--- src/rtl/spi_reg_controller_if.sv ---
// spi_reg_controller_if: host-side register-access handshake bundle for spi_reg_controller.
// Signals:
//   mode  [1:0]      {CPOL, CPHA} requested for the frame
//   req              start a frame (taken only while busy=0)
//   rnw              1 = read, 0 = write
//   addr  [ADDR_W-1:0] register address
//   wdata [7:0]      write data
//   busy             frame or post-frame gap in progress
//   done             one-cycle end-of-frame pulse
//   rdata [7:0]      byte received during the second frame byte
// Modports: master = host issuing requests, slave = the controller.
interface spi_reg_controller_if #(
   parameter int ADDR_W = 3
);
   logic [1:0]        mode;
   logic              req;
   logic              rnw;
   logic [ADDR_W-1:0] addr;
   logic [7:0]        wdata;
   logic              busy;
   logic              done;
   logic [7:0]        rdata;
   modport master (output mode, req, rnw, addr, wdata, input busy, done, rdata);
   modport slave  (input mode, req, rnw, addr, wdata, output busy, done, rdata);
endinterface

--- src/rtl/spi_reg_controller.sv ---
// spi_reg_controller: SPI initiator issuing two-byte register read/write frames, all four SPI modes.
// Ports:
//   clk        system clock, rising edge
//   rst_n      synchronous active-low reset
//   ena        clock enable; low freezes all state and outputs
//   bus        spi_reg_controller_if.slave: mode/req/rnw/addr/wdata in, busy/done/rdata out
//   spi_cs_n   chip select, active low
//   spi_clk    SCLK
//   spi_mosi   serial out, MSB first
//   spi_miso   serial in, MSB first
// Parameters: CLK_DIV = SCLK half-period in clk cycles (2..255), ADDR_W = address width (1..7).
// Build option: define SPI_CTRL_MISO_SYNC_EN to pass spi_miso through a 2-flop synchronizer.
module spi_reg_controller #(
   parameter int CLK_DIV = 8,
   parameter int ADDR_W  = 3
) (
   input  logic                 clk,
   input  logic                 rst_n,
   input  logic                 ena,
   spi_reg_controller_if.slave  bus,
   output logic                 spi_cs_n,
   output logic                 spi_clk,
   output logic                 spi_mosi,
   input  logic                 spi_miso
);
   localparam logic [2:0] IDLE  = 3'd0;
   localparam logic [2:0] LEAD  = 3'd1;
   localparam logic [2:0] SHIFT = 3'd2;
   localparam logic [2:0] LAG   = 3'd3;
   localparam logic [2:0] GAP   = 3'd4;

   logic [2:0]  state;
   logic [7:0]  cnt;
   logic [4:0]  bit_cnt;
   logic        cpol;
   logic        cpha;
   logic [15:0] tx;
   logic [7:0]  rx;
   logic        busy;
   logic        done;
   logic [7:0]  rdata;
   logic        miso_s;
   logic        cnt_end;
   logic        sample;
   logic [15:0] frame;

   assign cnt_end = cnt == 8'(CLK_DIV - 1);
   // bit_cnt counts completed SCLK toggles, so an even count means the next toggle is a leading edge
   assign sample  = bit_cnt[0] == cpha;
   assign frame   = {~bus.rnw, 7'(bus.addr), bus.rnw ? 8'h00 : bus.wdata};

   assign bus.busy  = busy;
   assign bus.done  = done;
   assign bus.rdata = rdata;

`ifdef SPI_CTRL_MISO_SYNC_EN
   logic [1:0] miso_sync;
   always_ff @(posedge clk) begin
      if (!rst_n) miso_sync <= '0;
      else if (ena) miso_sync <= {miso_sync[0], spi_miso};
   end
   assign miso_s = miso_sync[1];
`else
   assign miso_s = spi_miso;
`endif

   always_ff @(posedge clk) begin
      if (!rst_n) begin
         state    <= IDLE;
         cnt      <= '0;
         bit_cnt  <= '0;
         cpol     <= 1'b0;
         cpha     <= 1'b0;
         tx       <= '0;
         rx       <= '0;
         busy     <= 1'b0;
         done     <= 1'b0;
         rdata    <= '0;
         spi_cs_n <= 1'b1;
         spi_clk  <= 1'b0;
         spi_mosi <= 1'b0;
      end else if (ena) begin
         done <= 1'b0;
         cnt  <= (state == IDLE || cnt_end) ? '0 : cnt + 8'd1;
         case (state)
            IDLE: begin
               spi_clk <= bus.mode[1];
               if (bus.req) begin
                  state         <= LEAD;
                  busy          <= 1'b1;
                  spi_cs_n      <= 1'b0;
                  bit_cnt       <= '0;
                  {cpol, cpha}  <= bus.mode;
                  // CPHA=0 presents bit15 before the first edge; CPHA=1 shifts it out on the first edge
                  tx            <= bus.mode[0] ? frame : {frame[14:0], 1'b0};
                  spi_mosi      <= bus.mode[0] ? 1'b0 : frame[15];
               end
            end
            LEAD: if (cnt_end) state <= SHIFT;
            SHIFT: begin
               if (cnt_end) begin
                  spi_clk <= ~spi_clk;
                  bit_cnt <= bit_cnt + 5'd1;
                  if (sample) rx <= {rx[6:0], miso_s};
                  else begin
                     spi_mosi <= tx[15];
                     tx       <= {tx[14:0], 1'b0};
                  end
                  if (bit_cnt == 5'd31) state <= LAG;
               end
            end
            LAG: begin
               spi_clk <= cpol;
               if (cnt_end) begin
                  state    <= GAP;
                  spi_cs_n <= 1'b1;
                  done     <= 1'b1;
                  rdata    <= rx;
               end
            end
            GAP: if (cnt_end) begin
               state <= IDLE;
               busy  <= 1'b0;
            end
            default: state <= IDLE;
         endcase
      end
   end
endmodule

--- src/flat_wrapper.sv ---
// flat-port wrapper written by rule: the top's interface ports become plain ports
module spi_reg_controller_flat 
#(
   parameter int CLK_DIV = 8,
   parameter int ADDR_W  = 3
)
  (clk, rst_n, ena, spi_cs_n, spi_clk, spi_mosi, spi_miso, bus_mode, bus_req, bus_rnw, bus_addr, bus_wdata, bus_busy, bus_done, bus_rdata);
  spi_reg_controller_if #(.ADDR_W(ADDR_W)) bus_i ();
  input  logic clk;
  input  logic rst_n;
  input  logic ena;
  output logic spi_cs_n;
  output logic spi_clk;
  output logic spi_mosi;
  input  logic spi_miso;
  input wire logic [$bits(bus_i.mode)-1:0] bus_mode;
  input wire logic [$bits(bus_i.req)-1:0] bus_req;
  input wire logic [$bits(bus_i.rnw)-1:0] bus_rnw;
  input wire logic [$bits(bus_i.addr)-1:0] bus_addr;
  input wire logic [$bits(bus_i.wdata)-1:0] bus_wdata;
  output wire logic [$bits(bus_i.busy)-1:0] bus_busy;
  output wire logic [$bits(bus_i.done)-1:0] bus_done;
  output wire logic [$bits(bus_i.rdata)-1:0] bus_rdata;
  assign bus_i.mode = bus_mode;
  assign bus_i.req = bus_req;
  assign bus_i.rnw = bus_rnw;
  assign bus_i.addr = bus_addr;
  assign bus_i.wdata = bus_wdata;
  assign bus_busy = bus_i.busy;
  assign bus_done = bus_i.done;
  assign bus_rdata = bus_i.rdata;
  spi_reg_controller #(.CLK_DIV(CLK_DIV), .ADDR_W(ADDR_W)) u_core (.clk(clk), .rst_n(rst_n), .ena(ena), .bus(bus_i), .spi_cs_n(spi_cs_n), .spi_clk(spi_clk), .spi_mosi(spi_mosi), .spi_miso(spi_miso));
endmodule
--- config.mk ---
export PLATFORM = sky130hd
export DESIGN_NAME = spi_reg_controller_flat
export DESIGN_NICKNAME = d
export VERILOG_FILES = /design/src/rtl/spi_reg_controller_if.sv /design/src/rtl/spi_reg_controller.sv /design/src/flat_wrapper.sv
export SDC_FILE = /design/constraint.sdc
export NUM_CORES = 1
export LEC_CHECK = 0
export CORE_MARGIN = 1
export CORE_UTILIZATION = 63
export CTS_BUF_LIST = sky130_fd_sc_hd__clkbuf_8
export CTS_CLUSTER_SIZE = 24
export DETAILED_ROUTE_END_ITERATION = 10
export DONT_BUFFER_PORTS = 1
export PLACE_DENSITY = 0.84
export SLEW_MARGIN = 25
export SYNTH_ARGS = -nofsm -noshare
export SYNTH_HDL_FRONTEND = slang
export SYNTH_SLANG_ARGS = --single-unit
--- constraint.sdc ---
create_clock -name clk -period 2.11 [get_ports clk]
set_input_delay 0.633 -clock clk [delete_from_list [all_inputs] [get_ports clk]]
set_output_delay 0.633 -clock clk [all_outputs]
set_load 0.05 [all_outputs]
==> out/metrics.json <==
{
  "final_layout": {
    "utilization_pct": 70.6,
    "fillers": 306,
    "final_layout_size_suffix_gt1_share_pct": 10.6,
    "num_antenna_cells": 0,
    "fin_nets": 334,
    "area_growth_pct": 5.34
  },
  "logic_synthesis": {
    "post-synth-top-area-fraction_pct": 40.5,
    "syn-cell-area_sq_um": 2720,
    "number_of_flops_mapped_to_enable_cells_by_yosys": 0,
    "largest_cells_by_area_after_synthesis": "sky130_fd_sc_hd__dfxtp_1 (40%), sky130_fd_sc_hd__a21oi_1 (8.3%), sky130_fd_sc_hd__mux2i_1 (7.4%)",
    "post_synthesis_net_count": 335,
    "synthesized_flop_and_latch_total": 55,
    "top_flip_flop_cell_by_instance_count_after_synthesis": "sky130_fd_sc_hd__dfxtp_1",
    "async_flop_share_pct": 0,
    "sequential_area_share_after_synthesis_pct": 40.5,
    "yosysUniqueCellTypes": 53,
    "synth_top_area_cell": "sky130_fd_sc_hd__dfxtp_1",
    "syn-mean-instance-area_sq_um": 8.69,
    "ys_warn_count": 0,
    "synthCells": 313
  },
  "worst_setup_path": {
    "timing.critical_path.from_type": "flip-flop",
    "regToRegStartpoint": "u_core.cnt[0]",
    "rrSetupSlack_ps": 220,
    "cp_cell_sequence": "ha_1 > nand4bb_1 > or4_4 > mux2i_1 > nor2_1",
    "end_kind": "flip-flop",
    "crit_path_max_fanout": 11,
    "required_ps": 2320,
    "critPathSlowestCell": "sky130_fd_sc_hd__or4_4",
    "reg2reg_to": "u_core.bus.rdata[4]",
    "critical-path-max-stage-delay_ps": 680,
    "critical_path_arrival_ps": 2090,
    "setup.worst_path.class": "flip-flop to flip-flop",
    "reg2regPathDepth": 5
  },
  "floorplanning": {
    "die_area_sq_um": 4580,
    "rows": 23,
    "floorplan.io_pins": 32,
    "effective_utilization_at_floorplan_pct": 67.0,
    "placeableCoreArea_sq_um": 4060,
    "die_height_microns": 67.7,
    "die_x_microns": 67.7
  },
  "min_path": {
    "hold_end": "u_core.spi_cs_n",
    "holdPathStages": 1,
    "timing.hold.worst.start": "rst_n",
    "timing.hold.worst.class": "input pin to flip-flop"
  },
  "cts": {
    "ctsHtreeMaxLevel": 2,
    "cts.root.buffer_cell": "sky130_fd_sc_hd__clkbuf_8",
    "worst_setup_hold_path_clk_slew_ps": 90,
    "post_cts_resized": 0,
    "number_of_clock_buffers_inserted_by_tritoncts": 5,
    "worstSkewPairLatency_ps": 300,
    "cts_tree": "yes",
    "cts-hold-fix-buffers": 0,
    "max-clock-path-buffers": 2,
    "cts.repair_timing.setup_buffer_count": 0,
    "cts.sink_count": 55
  },
  "timing": {
    "grt_setup_unrepaired": "false",
    "finalCritPeriodShare_pct": 89.5,
    "timing_hold_violations_final": 0,
    "achievable-frequency_mhz": 530,
    "slew_violations": 0,
    "period_needed_ps": 1890,
    "setup_tns_ps": 0,
    "setup_viol_count_final": 0,
    "slew-limit-headroom_pct": 64.6,
    "max_slew.worst_pin.slew_ps": 524,
    "clock-skew-final_ps": 7.65
  },
  "detailed_routing": {
    "drtPass1Iterations": 4,
    "wl_per_cell_microns": 15.9,
    "remaining_routing_drc_violations": 0,
    "detail_route.vias_per_cell": 6.49,
    "route.vias.total": 2348,
    "finalWirelength_microns": 5750,
    "first_iter_violations": 279,
    "drt.antenna.violating_nets": 0
  },
  "global_routing": {
    "grt_overflow": 0,
    "via_count_of_the_first_global_routing_pass": 2152,
    "grt_pass1_wl_microns": 9470,
    "antenna_found_initial": 0,
    "grt.total_usage_pct": 27.4,
    "pin_count_of_the_biggest_net_entering_global_routing": 31
  },
  "power": {
    "finalPower_w": 0.00227,
    "worst_supply_voltage_drop_on_vdd_v": 0.000468,
    "p_per_area_nw_per_um2": 793,
    "static-leakage-power_nw": 1.07
  },
  "placement": {
    "globalplace.congestion": 0.905,
    "placement.io_buffers": 0,
    "dpl.hpwl_microns": 4010
  },
  "job": {
    "max_cap_violations": 0
  },
  "status": {
    "result_of_the_run": "complete, no violations"
  }
}
## area by class of cell
| class | instances | area, sq um | share of cell area, % |
|---|---|---|---|
| clock buffers | 6 | 82.6 | 2.88 |
| clock inverters | 1 | 5.00 | 0.175 |
| inverters | 4 | 15.0 | 0.524 |
| multi-input cells | 230 | 1470 | 51.2 |
| flip-flops and latches | 55 | 1100 | 38.4 |
| well taps | 50 | 62.6 | 2.18 |
| repair buffers | 16 | 133 | 4.63 |
## worst max-delay path by stage
stage | startpoint | end
2_1_floorplan | ena | u_core.tx[10]
3_3_place_gp | bus_req | u_core.tx[8]
3_5_place_dp | bus_req | u_core.tx[8]
4_1_cts | u_core.cnt[0] | u_core.spi_mosi
5_1_grt | u_core.cnt[0] | u_core.spi_clk
6_report | u_core.cnt[0] | u_core.bus.rdata[4]
## per-layer routing
layer  wire length (microns)  global-route usage (%)
met1                    2530                    34.5
met2                    2780                    45.0
met3                     384                    6.42
met4                      55                    10.1
met5                       0                       0
## through the flow
stage | cells | hold slack [ps] | cell area, sq um | setup slack, ps
2_1_floorplan | 313 | 447 | 2720 | 151
3_3_place_gp | 355 | 461 | 2770 | 176
3_5_place_dp | 355 | 468 | 2770 | 150
4_1_cts | 362 | 425 | 2860 | 142
5_1_grt | 362 | 415 | 2860 | 35.9
6_report | 362 | 425 | 2860 | 222
## power by group
| group | total, W | internal (W) | switching, W |
|---|---|---|---|
| combinational | 0.000499 | 0.000197 | 0.000302 |
| clock | 0.000581 | 0.000258 | 0.000322 |
| sequential | 0.00119 | 0.00110 | 0.0000890 |
| total | 0.00227 | 0.00156 | 0.000714 |
## worst max-delay path: cells and delay by family, from the launching register on
kind	cells	cell delay [ps]
simple gates	3	890
fa+ha+maj	1	280
flops	1	410
mux	1	200
## cells in the mapped netlist, types with 2 or more instances
cell type and instances:
sky130_fd_sc_hd__nand4_1 11, sky130_fd_sc_hd__or4_1 6, sky130_fd_sc_hd__or3_1 3, sky130_fd_sc_hd__o211a_1 2, sky130_fd_sc_hd__and2b_1 2, sky130_fd_sc_hd__nand3_1 17
sky130_fd_sc_hd__nand3b_1 2, sky130_fd_sc_hd__a211oi_1 11, sky130_fd_sc_hd__clkbuf_8 3, sky130_fd_sc_hd__o21ai_0 25, sky130_fd_sc_hd__nor2b_1 2, sky130_fd_sc_hd__buf_2 2
sky130_fd_sc_hd__a21oi_1 45, sky130_fd_sc_hd__xnor2_1 2, sky130_fd_sc_hd__a31oi_1 2, sky130_fd_sc_hd__mux2i_1 20, sky130_fd_sc_hd__dfxtp_1 55, sky130_fd_sc_hd__nand2_1 8
sky130_fd_sc_hd__buf_1 4, sky130_fd_sc_hd__nor3_1 11, sky130_fd_sc_hd__a311oi_1 2, sky130_fd_sc_hd__buf_4 2, sky130_fd_sc_hd__ha_1 3, sky130_fd_sc_hd__inv_1 3
sky130_fd_sc_hd__nor4b_1 2, sky130_fd_sc_hd__clkbuf_1 11, sky130_fd_sc_hd__xor2_1 3, sky130_fd_sc_hd__o211ai_1 2, sky130_fd_sc_hd__buf_6 2, sky130_fd_sc_hd__nor2_1 27
## cells in the final DEF, fill, tap and decap left out, types with 8 or more instances in the layout
| cell | Yosys | layout |
|---|---|---|
| sky130_fd_sc_hd__dfxtp_1 | 55 | 55 |
| sky130_fd_sc_hd__a21oi_1 | 45 | 45 |
| sky130_fd_sc_hd__nor2_1 | 27 | 27 |
| sky130_fd_sc_hd__o21ai_0 | 25 | 25 |
| sky130_fd_sc_hd__mux2i_1 | 20 | 20 |
| sky130_fd_sc_hd__nand3_1 | 17 | 17 |
| sky130_fd_sc_hd__buf_4 | 2 | 15 |
| sky130_fd_sc_hd__nor3_1 | 11 | 11 |
| sky130_fd_sc_hd__a211oi_1 | 11 | 11 |
| sky130_fd_sc_hd__nand4_1 | 11 | 11 |
| sky130_fd_sc_hd__nand2_1 | 8 | 8 |
## flip-flops by register name, indices dropped and copies added (netlist names), 3 cells and up
signal and count:
u_core.bit_cnt 5, u_core.bus.rdata 8, u_core.cnt 8, u_core.rx 8, u_core.state 3, u_core.tx 16
## logic make-up (layout without fill, tap and decap cells)
kind of cell             after synthesis  after routing  share of synthesized area, %
AO/OA/AOI/OAI                         98             98                          21.4
XOR/XNOR                               5              5                          1.61
adder cells (fa/ha/maj)                3              3                          1.38
buffers and inverters                 28             27                          5.89
flip-flops                            55             55                          40.5
multiplexers                          20             20                          7.36
AND/OR/NAND/NOR                      104            104                          21.8
No activity file was read; power rests on OpenSTA's default activity.
